**src/rtl/rr_arbiter_8_pkg.sv**
```systemverilog
// rr_arbiter_8_pkg
// Shared constants and types for the eight-requester round-robin arbiter.
//   NUM_REQ          : number of requesters
//   REQ_IDX_W        : width of a requester index
//   DEFAULT_MAX_HOLD : default grant hold limit in cycles
//   arb_state_e      : arbiter state encoding (IDLE / BUSY)
package rr_arbiter_8_pkg;

   localparam int unsigned NUM_REQ          = 8;
   localparam int unsigned REQ_IDX_W        = 3;
   localparam int unsigned DEFAULT_MAX_HOLD = 16;

   typedef enum logic {
      IDLE = 1'b0,
      BUSY = 1'b1
   } arb_state_e;

endpackage : rr_arbiter_8_pkg

```
**src/rtl/rr_arbiter_8_decoder_3_8.sv**
```systemverilog
// decoder_3_8
// Plain 3-to-8 one-hot decoder used to build the grant vector.
//   sel : input  [2:0] index to decode
//   dec : output [7:0] one-hot decode of sel
module decoder_3_8 (
   input  logic [2:0] sel,
   output logic [7:0] dec
);

   // One-hot decode of the select index
   always_comb begin
      dec = 8'h00;
      case (sel)
         3'd0:    dec = 8'h01;
         3'd1:    dec = 8'h02;
         3'd2:    dec = 8'h04;
         3'd3:    dec = 8'h08;
         3'd4:    dec = 8'h10;
         3'd5:    dec = 8'h20;
         3'd6:    dec = 8'h40;
         3'd7:    dec = 8'h80;
         default: dec = 8'h00;
      endcase
   end

endmodule : decoder_3_8

```
**src/rtl/rr_arbiter_8.sv**
```systemverilog
// rr_arbiter_8
// Eight-requester round-robin arbiter for one shared resource. A grant is
// held until the owner drops its request or MAX_HOLD cycles elapse; either
// way priority then rotates to the requester just above the last owner.
//   MAX_HOLD  : parameter, maximum grant hold in cycles (2..256)
//   clk       : input, rising-edge clock
//   rst_n     : input, asynchronous active-low reset
//   req       : input  [7:0] level-sensitive request vector
//   gnt       : output [7:0] one-hot grant, zero when idle
//   gnt_id    : output [2:0] current owner index, zero when idle
//   gnt_valid : output, high while a grant is held
//   timeout   : output, one-cycle pulse when a grant is revoked by MAX_HOLD
module rr_arbiter_8
   import rr_arbiter_8_pkg::*;
#(
   parameter int unsigned MAX_HOLD = DEFAULT_MAX_HOLD
) (
   input  logic                 clk,
   input  logic                 rst_n,
   input  logic [NUM_REQ-1:0]   req,
   output logic [NUM_REQ-1:0]   gnt,
   output logic [REQ_IDX_W-1:0] gnt_id,
   output logic                 gnt_valid,
   output logic                 timeout
);

   localparam int unsigned HOLD_W = (MAX_HOLD > 1) ? $clog2(MAX_HOLD) : 1;
   localparam logic [HOLD_W-1:0]    HOLD_ZERO = {HOLD_W{1'b0}};
   localparam logic [HOLD_W-1:0]    HOLD_ONE  = HOLD_W'(1);
   localparam logic [HOLD_W-1:0]    HOLD_LAST = HOLD_W'(MAX_HOLD - 1);
   localparam logic [REQ_IDX_W-1:0] IDX_ZERO  = {REQ_IDX_W{1'b0}};
   localparam logic [REQ_IDX_W-1:0] IDX_ONE   = 3'd1;

   // Rotate requests so ptr sits at bit 0, take the lowest set bit, then
   // rotate the index back. Only meaningful when r is non-zero.
   function automatic logic [REQ_IDX_W-1:0] rr_pick(
      input logic [NUM_REQ-1:0]   r,
      input logic [REQ_IDX_W-1:0] p
   );
      logic [2*NUM_REQ-1:0]   dbl;
      logic [NUM_REQ-1:0]     rot;
      logic [REQ_IDX_W-1:0]   first;
      dbl   = {r, r};
      rot   = dbl[p +: NUM_REQ];
      first = IDX_ZERO;
      // Scanning downward lets the lowest set bit overwrite the others.
      for (int k = NUM_REQ - 1; k >= 0; k--) begin
         if (rot[k]) begin
            first = k[REQ_IDX_W-1:0];
         end
      end
      return first + p;
   endfunction

   arb_state_e           state_q,     state_d;
   logic [REQ_IDX_W-1:0] gnt_id_q,    gnt_id_d;
   logic                 gnt_valid_q, gnt_valid_d;
   logic                 timeout_q,   timeout_d;
   logic [REQ_IDX_W-1:0] ptr_q,       ptr_d;
   logic [HOLD_W-1:0]    hold_q,      hold_d;
   logic [NUM_REQ-1:0]   gnt_dec_s;

   // Next-state and registered-output computation for the IDLE/BUSY machine
   always_comb begin
      state_d     = state_q;
      gnt_id_d    = gnt_id_q;
      gnt_valid_d = gnt_valid_q;
      timeout_d   = 1'b0;
      ptr_d       = ptr_q;
      hold_d      = hold_q;
      case (state_q)
         IDLE: begin
            if (|req) begin
               state_d     = BUSY;
               gnt_id_d    = rr_pick(req, ptr_q);
               gnt_valid_d = 1'b1;
               hold_d      = HOLD_ZERO;
            end else begin
               state_d     = IDLE;
               gnt_id_d    = IDX_ZERO;
               gnt_valid_d = 1'b0;
            end
         end
         BUSY: begin
            // Release wins over timeout when both land on the same edge.
            if (!req[gnt_id_q]) begin
               state_d     = IDLE;
               gnt_id_d    = IDX_ZERO;
               gnt_valid_d = 1'b0;
               ptr_d       = gnt_id_q + IDX_ONE;
               hold_d      = HOLD_ZERO;
            end else if (hold_q == HOLD_LAST) begin
               state_d     = IDLE;
               gnt_id_d    = IDX_ZERO;
               gnt_valid_d = 1'b0;
               timeout_d   = 1'b1;
               ptr_d       = gnt_id_q + IDX_ONE;
               hold_d      = HOLD_ZERO;
            end else begin
               hold_d      = hold_q + HOLD_ONE;
            end
         end
         default: begin
            state_d     = IDLE;
            gnt_id_d    = IDX_ZERO;
            gnt_valid_d = 1'b0;
            ptr_d       = IDX_ZERO;
            hold_d      = HOLD_ZERO;
         end
      endcase
   end

   // State and output registers with asynchronous clear
   always_ff @(posedge clk or negedge rst_n) begin
      if (!rst_n) begin
         state_q     <= IDLE;
         gnt_id_q    <= IDX_ZERO;
         gnt_valid_q <= 1'b0;
         timeout_q   <= 1'b0;
         ptr_q       <= IDX_ZERO;
         hold_q      <= HOLD_ZERO;
      end else begin
         state_q     <= state_d;
         gnt_id_q    <= gnt_id_d;
         gnt_valid_q <= gnt_valid_d;
         timeout_q   <= timeout_d;
         ptr_q       <= ptr_d;
         hold_q      <= hold_d;
      end
   end

   decoder_3_8 u_gnt_dec (
      .sel (gnt_id_q),
      .dec (gnt_dec_s)
   );

   assign gnt       = gnt_dec_s & {NUM_REQ{gnt_valid_q}};
   assign gnt_id    = gnt_id_q;
   assign gnt_valid = gnt_valid_q;
   assign timeout   = timeout_q;

endmodule : rr_arbiter_8

```
**config.mk**
```make
export PLATFORM = sky130hd
export DESIGN_NAME = rr_arbiter_8
export DESIGN_NICKNAME = d
export VERILOG_FILES = /design/src/rtl/rr_arbiter_8_pkg.sv /design/src/rtl/rr_arbiter_8_decoder_3_8.sv /design/src/rtl/rr_arbiter_8.sv
export SDC_FILE = /design/constraint.sdc
export NUM_CORES = 1
export LEC_CHECK = 0
export BUFFER_PORTS_ARGS = -buffer_cell sky130_fd_sc_hd__clkbuf_2
export CAP_MARGIN = 40
export CORE_MARGIN = 5
export CORE_UTILIZATION = 44
export CTS_CLUSTER_SIZE = 25
export DETAILED_ROUTE_END_ITERATION = 6
export PLACE_DENSITY_LB_ADDON = 0.05
export REMOVE_ABC_BUFFERS = 1
export SLEW_MARGIN = 10
export SYNTH_ARGS = -nofsm -noshare
export SYNTH_HDL_FRONTEND = slang
export SYNTH_SLANG_ARGS = --single-unit
```
**constraint.sdc**
```tcl
create_clock -name clk -period 5.95 [get_ports clk]
set_clock_uncertainty 0.15 [all_clocks]
set_input_delay 0.2975 -clock clk [delete_from_list [all_inputs] [get_ports clk]]
set_output_delay 0.2975 -clock clk [all_outputs]
set_load 0.005 [all_outputs]
```
### Word level (Yosys, flattened, before mapping)

Memories as Yosys holds them, arrays and structs flattened.
Index checks and enable logic that the tools add are counted.

* register bits after elaboration: 13
* ROM bits: 64
* input port bits: 10
* output and inout bits: 13
* word-level logic and storage cells: 52
* memories: 1

* $add $sub $neg: 3
* $lt $le $gt $ge: 1
* eq/ne operators: 4
* shift-type cells: 1
* multiplexer cells: 32
* bitwise operators: 2
* reduce and logical (&&, ||, !) cells: 2

Memory list
* (no name shown): depth 8, width 8, read ports 1, clocked after memory_dff 0, wr ports 0, RTL line rr_arbiter_8_decoder_3_8.sv:13 `case (sel)`

Operators with widths (count)
* $mux W3: 15
* $shiftx A16 B4 Y8: 1
* $mux W4: 3
* $mux W1: 9
* $and A8 B8 Y8: 1
* $pmux W4 S2: 1
* $reduce_or A8 Y1: 1
* $pmux W3 S2: 1
* $add A4 B1 Y4 const B: 1
* $eq A4 B4 Y1 const B: 1
* $lt A3 B4 Y1 const B: 1
* $pmux W1 S2: 2
* $add A3 B1 Y3 const B: 1
* $add A3 B3 Y3: 1
* $bmux W1 S3: 1
* $ne A3 B2 Y1 const B: 1
* $ne A2 B1 Y1 const B: 1
* $ne A2 B2 Y1 const B: 1
* $reduce_and A2 Y1: 1
* $not A1 Y1: 1

### Longest topological paths before layout

Gate-level depths: netlist (run 1).

* depth after elaboration: 14
* depth in mapped cells: 13
* gate-level depth less buffers: 12

### Cells and area by module

Synthesis (run 1) repeated with hierarchy kept, for this count alone.

* cells, all modules: 141
* area total of the unflattened synthesis: 1438.9 um^2

By module, submodules not included
* rr_arbiter_8: times used 1, cells each 133, area an instance 1373.8 um^2, seq. area each 325.3 um^2
* decoder_3_8: times used 1, cells each 8, area an instance 65.1 um^2, seq. area each 0.0 um^2

### Worst setup path after synthesis (run 1)

No wires, ideal clock.

* path type: reg2reg
* start point: reg ptr_q[0]
* end point: reg gnt_id_q[2] (netlist: gnt_id[2])
* setup time: 130 ps
* arrival: 2373 ps
* data required time: 5670 ps
* setup slack: 3297 ps
* cell stages (with the launch flop): 14
* buffers on the path: 2
* period minus slack after synthesis: 2653 ps
* cell sequence: dfrtp_1 > buf_2 > buf_2 > a211o_1 > and3_1 > a31oi_1 > o221ai_1 > nand2_1 > ha_1 > inv_1 > fa_1 > xnor2_1 > xnor2_1 > o21ai_1

* word-level cells in the longest chain between the ends: 14

RTL lines
* from (decl): RTL line rr_arbiter_8.sv:59 `logic [REQ_IDX_W-1:0] ptr_q, ptr_d;`
* from (signal assigned): RTL line rr_arbiter_8.sv:127 `ptr_q <= ptr_d;`
* $shiftx A16 B4 Y8: RTL line rr_arbiter_8.sv:44 `rot = dbl[p +: NUM_REQ];`
* $mux W3 (8 in a row): RTL line rr_arbiter_8.sv:48 `if (rot[k]) begin`
* $mux W3: RTL line rr_arbiter_8.sv:73 `if (|req) begin`
* $mux W3: RTL line rr_arbiter_8.sv:71 `case (state_q)`
* $add A3 B3 Y3 *: RTL line rr_arbiter_8.sv:52 `return first + p;`
* $mux W3 *: RTL line rr_arbiter_8.sv:73
* $pmux W3 S2 *: RTL line rr_arbiter_8.sv:71
* to (signal assigned): RTL line rr_arbiter_8.sv:124 `gnt_id_q <= gnt_id_d;`
* to (decl): RTL line rr_arbiter_8.sv:56 `logic [REQ_IDX_W-1:0] gnt_id_q, gnt_id_d;`

Mark *: on every way between the ends. The rest lies on a longest branch, timed or not. The select of a mux whose other input is x is not followed.
A chain may end at the register's enable or synchronous reset.

### Worst setup path in the final report (run 1)

Same ends and word-level chain as after synthesis.

==> results of run 1 <==
[worst max path at each step]
stage / endpoint / slack, ns / depth (start not counted)
after floorplan: gnt_id[2] / 3.34 / 10
after global placement: gnt_id[2] / 3.11 / 11
after detailed placement: gnt_id[2] / 3.02 / 10
after CTS: gnt_id[2] / 3.01 / 10
after global routing: gnt_id[2] / 2.74 / 10
final: gnt_id[2] / 2.99 / 10
[synth_stat cells (2+ instances only)]
| library cell | instances | share of area (%) |
|---|---|---|
| inv_1 | 16 | 4.8 |
| o221ai_1 | 2 | 1.4 |
| nand2_1 | 15 | 4.5 |
| buf_2 | 3 | 1.2 |
| o31ai_1 | 2 | 1.2 |
| a21oi_1 | 8 | 3.2 |
| and2_1 | 7 | 3.5 |
| and3_1 | 4 | 2.0 |
| nor2b_1 | 2 | 1.0 |
| nand3_1 | 6 | 2.4 |
| nor2_1 | 5 | 1.5 |
| nor3_1 | 3 | 1.2 |
| o21ai_1 | 6 | 2.4 |
| nand2b_1 | 2 | 1.0 |
| o311ai_0 | 2 | 1.4 |
| ha_1 | 8 | 8.0 |
| dfrtp_1 | 13 | 26 |
| xnor2_1 | 2 | 1.4 |
| o21ai_0 | 7 | 2.8 |
| mux4_2 | 5 | 9.0 |
| a211o_1 | 4 | 2.8 |
| o211ai_1 | 2 | 1.2 |
[worst max-delay path: cells and delay by family (launching register included)]
kind / cells / cell delay (ns)
compound gates: 5 / 0.85
flops: 1 / 0.80
fa+ha+maj: 1 / 0.42
xor+xnor: 2 / 0.32
simple gates: 1 / 0.15
buf+inv: 1 / 0.14
[flip-flops by register name, summed over array words and instances, names as in the netlist]
name / count
hold_q: 4
state_q: 1
gnt_id: 3
ptr_q: 3
gnt_valid: 1
timeout: 1
[cells in the final DEF, fill, tap and decap left out, drive strengths merged, types with 5 or more instances in the layout]
cell | Yosys | final
nand3 | 6 | 6
o21ai | 13 | 13
ha | 8 | 8
mux4 | 5 | 5
nor2 | 5 | 5
and2 | 7 | 7
clkbuf | 1 | 26
nand2 | 15 | 15
inv | 16 | 16
dfrtp | 13 | 13
a21oi | 8 | 8
[power groups by stage]
stage	clock, mW	combinational [mW]	sequential [mW]
floorplan	0	0.235	0.178
global placement	0	0.310	0.195
detailed placement	0	0.317	0.196
CTS	0.0558	0.319	0.194
global route	0.0627	0.359	0.204
finish	0.0544	0.317	0.194
[metrics by stage]
stage	util (%)	setup WS [ns]	power (mW)
floorplan	-	3.34	0.413
global placement	50.0	3.11	0.505
detailed placement	50.0	3.02	0.513
CTS	51.4	3.01	0.569
global route	51.4	2.74	0.626
finish	51.4	2.99	0.565
[cell families after synthesis]
| logic type | synth area share [%] |
|---|---|
| buffers and inverters | 7.49 |
| adder cells (fa/ha/maj) | 9.59 |
| XOR/XNOR | 1.40 |
| AO/OA/AOI/OAI | 22.1 |
| multiplexers | 11.6 |
| flip-flops | 26.0 |
| AND/OR/NAND/NOR | 21.9 |
[area by class of cell]
cell class	instances	share of cell area (%)
Inverter	16	4.28
Clock buffer	4	1.87
Timing Repair Buffer	23	8.56
Multi-Input combinational cell	111	59.4
Tap cell	31	2.76
Sequential cell	13	23.2
[layer usage]
metal / GRT usage (%) / wire length, um
met2: 25.1 / 1390
met3: 1.60 / 130
met5: 0 / 0
met4: 5.71 / 55
met1: 19.3 / 1310
[repair_timing]
action                                 in CTS  in global routing
endpoints found under the hold margin      13                  0
setup endpoints to repair                   0                  0
gates resized for setup                     0                  0
hold buffers                                1                  0
==> impl_metrics.ini, run 1 <==
[run_status]
outcome = complete, no violations

[power_and_ir_drop]
leakage_nw = 0.664
ir_worst_vdd_mv = 0.189
p_sw_share_pct = 46.8
pwr-share-comb_pct = 56.0
p_clk_share_pct = 9.6
sequentialPowerShare_pct = 34.4
internal_power_mw = 0.301
power_density_mw_per_mm2 = 403
switching_power_mw = 0.264

[clock_network]
clkTransAtPathRegs_ns = 0.08
postCtsSetupRepairBufs = 0
cts_max_level = 1
clock-sinks = 13
cts_buffer_depth = 2
cts-root-buf = clkbuf_4
cts_tree = yes
clk_latency_ns = 0.27
cts_made_buffers = 3

[logic_synthesis]
avgSynthCellArea_sq_um = 8.58
synthArstFlopShare_pct = 100
ys_seq_area_share_pct = 26.0
netlist_area_sq_mm = 0.00125
synth_flop_cell = dfrtp_1
synth-seq-cells = 13
synthCells = 146
synth_warnings = 0
synth_cell_types = 44
synth-edff-count = 0

[place]
dpl.hpwl_um = 2250
place_inst = 193
placed_area_sq_mm = 0.00137
port_buffers = 22
routabilityCongestion = 0.914

[critical_path]
cp-start-kind = flop
worstReg2RegStart = ptr_q[0]
cpPeakStageDelay_ns = 0.80
cp.required_ns = 5.95
timing.rr.end = gnt_id[2]
crit_arrival_ns = 2.96
crit_chain = inv_1 > a21oi_1 > nand2_1 > a211o_1 > o21ai_0 > a21oi_1 > fa_1 > xnor2_1 > xnor2_1 > o21ai_1
r2r_slack_ns = 2.99
cp_max_fo = 21
setup.worst_path.class = reg2reg
rr_worst_depth = 10
endpoint_kind = flop
cp_slowest_cell = dfrtp_1
critPathLaunch = ptr_q[0]

[layout]
seq_area_sq_um = 325
antenna_cells = 0
nFillCells = 278
multi_input_area_sq_um = 833
syn2layout_area_growth_pct = 12.1
final_area_sq_mm = 0.00140
nNetsFinal = 187
drive_gt1_share_pct = 19.8
layout.cells.non_filler = 198

[detailed_routing]
vias = 1166
dr.pass1.iters = 5
viasPerCell = 5.89
wirelength_um = 2890
drtAntennaViolNets = 0
drc = 0
drt_iter0_markers = 45
avgRoutedWirePerCell_um = 14.6

[sta]
finalCriticalPeriod_ns = 2.96
rsz0062_at_grt = no
setup_viol = 0
whs_ns = 0.303
tightest_slew_ns = 0.708
min_period_over_period_pct = 49.7
fin_setup_tns_ns = 0
finalHoldViolCount = 0
fmax_mhz = 338
slew_headroom_pct = 52.8
final_max_slew_viol_count = 0

[worst_hold_path]
hold_path_class = in2async

[grt]
antenna_found_initial = 0
grt_max_degree = 22
grt_pass1_wl_um = 5010
grtUsageTotal_pct = 14.9
grt-ovfl-total = 0
grt_pass1_vias = 1105

[die]
die_h_um = 63.4
die_x_um = 63.4
core_sq_mm = 0.00273
io_pins = 23
rows = 19
start_util_pct = 45.8
die-area_sq_mm = 0.00401

[flow_run]
max_cap_violations = 0
No activity file was read; power rests on OpenSTA's default activity.
==> inputs of run 2 (changes only) <==
Settings changed: ABC_AREA set to 1.
Clock period 5.95 ns to 2.7 ns, I/O delays scaled along.
==> impl_metrics.ini, run 2 <==
[place]
dpl.hpwl_um = 2560
routabilityCongestion = 0.838
port_buffers = 22
placed_area_sq_mm = 0.00147

[die]
start_util_pct = 44.8
rows = 20
die_h_um = 65.1
die-area_sq_mm = 0.00424
core_sq_mm = 0.00298
io_pins = 23
die_x_um = 65.1

[logic_synthesis]
synth_most_common_cell = nand2_1
synth_warnings = 0
netlist.area_leader.share_pct = 24.4
synth-seq-cells = 13
synth_flop_cell = dfrtp_1
synthArstFlopShare_pct = 100
synth-edff-count = 0
synthTopCellsByArea = dfrtp_1 24%, nand2_1 16%, nand3_1 10%
synth_cell_types = 29
yosysTopAreaCell = dfrtp_1
ys_seq_area_share_pct = 24.4
synthTopCellsByCount = 57 x nand2_1, 28 x nand3_1, 19 x nor2_1, 13 x dfrtp_1, 13 x inv_1
synthCells = 193
avgSynthCellArea_sq_um = 6.92
netlist_area_sq_mm = 0.00134

[layout]
nFillCells = 298
nNetsFinal = 243
syn2layout_area_growth_pct = 18.0
drive_gt1_share_pct = 32.3
layout_commonest_cell = nand2_1
antenna_cells = 0
final_area_sq_mm = 0.00158
top_register = hold_q
mostFrequentLayoutCells = 53 x nand2_1, 27 x nand3_1, 23 x clkbuf_2
largest_register_ffs = 4

[clock_network]
cts_max_level = 1
clock-sinks = 13
cts_tree = yes
cts_buffer_depth = 2
clkTransAtPathRegs_ns = 0.08
cts-root-buf = clkbuf_4
clk_latency_ns = 0.27
cts_made_buffers = 3

[sta]
finalHoldViolCount = 0
final_max_slew_viol_count = 0
whs_ns = 0.155
rsz0062_at_grt = yes
setup_viol = 0
slew_headroom_pct = 76.6
finalCriticalPeriod_ns = 2.57
tightest_slew_ns = 0.348
min_period_over_period_pct = 95.1
fmax_mhz = 389

[detailed_routing]
drt_iter0_markers = 127
drtAntennaViolNets = 0
dr.pass1.iters = 4
wirelength_um = 3200
viasPerCell = 5.07
drc = 0
avgRoutedWirePerCell_um = 12.5
vias = 1297

[critical_path]
cpLargestDelayFamily = simple AND/OR/NAND/NOR gates
cp_common_cell = nand2_1
crit_chain = buf_12 > inv_8 > nand2_2 > nand3_1 > nand3_1 > nand2_2 > inv_1 > nand2_1 > nand2_1 > nand2_1 > nand2_1 > a21boi_2 > ha_1 > inv_1 > fa_2 > xnor2_2 > inv_1 > nand3_1 > nand2_1 > nand2_1 > nand2_1
cp_slowest_cell = dfrtp_2
crit_arrival_ns = 2.58
setup.worst_path.class = reg2reg
r2r_slack_ns = 0.13
cp-start-kind = flop
cp_max_fo = 8
crit_buf_inv = 5
cp.required_ns = 2.72
endpoint_kind = flop
cpPeakStageDelay_ns = 0.42

[grt]
grt_pass1_wl_um = 5650
grt_pass1_vias = 1294
grt-ovfl-total = 0
grtUsageTotal_pct = 16.3
grt_max_degree = 14
antenna_found_initial = 0

[worst_hold_path]
hold_path_class = in2async

[power_and_ir_drop]
leakage_nw = 0.850
ir_worst_vdd_mv = 0.493
power_density_mw_per_mm2 = 1190

[flow_run]
max_cap_violations = 0

[run_status]
outcome = complete, no violations
## run 2: through the flow
stage	total power [mW]	setup WS, ns	utilization [%]	instances	TNS, ns
after floorplan	1.32	0.162	-	190	0
after global placement	1.62	0.0204	49.3	247	0
after detailed placement	1.65	-0.0346	49.3	247	-0.0346
after CTS	1.77	0.0539	50.6	252	0
after global routing	2.11	-0.0747	52.9	256	-0.0747
final	1.87	0.132	52.9	256	0
## run 2: worst paths after layout
check	startpoint	to	depth (start not counted)
max	ptr_q[0]	gnt_id[2]	21
min	rst_n	hold_q[1]	2
max reg2reg	ptr_q[0]	gnt_id[2]	21
min reg2reg	hold_q[0]	hold_q[0]	1
max in group asynchronous	rst_n	ptr_q[1]	2
min in group clk	req[2]	gnt_valid	5
## run 2: cell families (layout without fill, tap and decap cells)
group	count (synthesis)	in the layout	share of synthesized area, %
xor gates and xnor gates	3	3	1.97
DFF	13	13	24.4
and+or+nand+nor	133	133	49.4
adders and majority gates	9	9	9.00
AOI/OAI and AO/OA	14	14	5.72
buffers and inverters	21	51	9.56
## run 2: area by class of cell
cell class	count	area, sq um	area share [%]
Multi-Input combinational cell	159	911	57.8
Inverter	18	93.8	5.96
Clock buffer	4	26.3	1.67
Sequential cell	13	328	20.8
Tap cell	33	41.3	2.62
Timing Repair Buffer	29	175	11.1
## run 2: worst register-to-register path: stages, from the launching register on
cell	delay [ns]
dfrtp_2	0.42
buf_12	0.14
inv_8	0.08
nand2_2	0.06
nand3_1	0.08
nand3_1	0.09
nand2_2	0.09
inv_1	0.04
nand2_1	0.05
nand2_1	0.04
nand2_1	0.05
nand2_1	0.05
a21boi_2	0.13
ha_1	0.15
inv_1	0.05
fa_2	0.35
xnor2_2	0.17
inv_1	0.05
nand3_1	0.07
nand2_1	0.05
nand2_1	0.05
nand2_1	0.04
## run 2: repair_timing
item / 4_1_cts / 5_1_grt
buffers inserted: 0 / 4
hold buffers: 1 / 0
hold endpoints to repair: 13 / 0
pin swaps: 0 / 1
gates cloned: 0 / 0
resized for setup: 2 / 8
endpoints found under the setup margin: 1 / 1
## run 2: where the power goes
group          internal, mW  switching, mW
Combinational         0.566          0.813
Sequential            0.269          0.106
Clock                0.0572         0.0604
## run 2: per-layer routing
layer	vias up	global-route usage (%)	part of all wire [%]
met1	586	22.0	47
met5	-	0	0
met3	2	2.43	5.7
li1	681	-	-
met2	28	27.7	47
met4	0	3.37	0.25
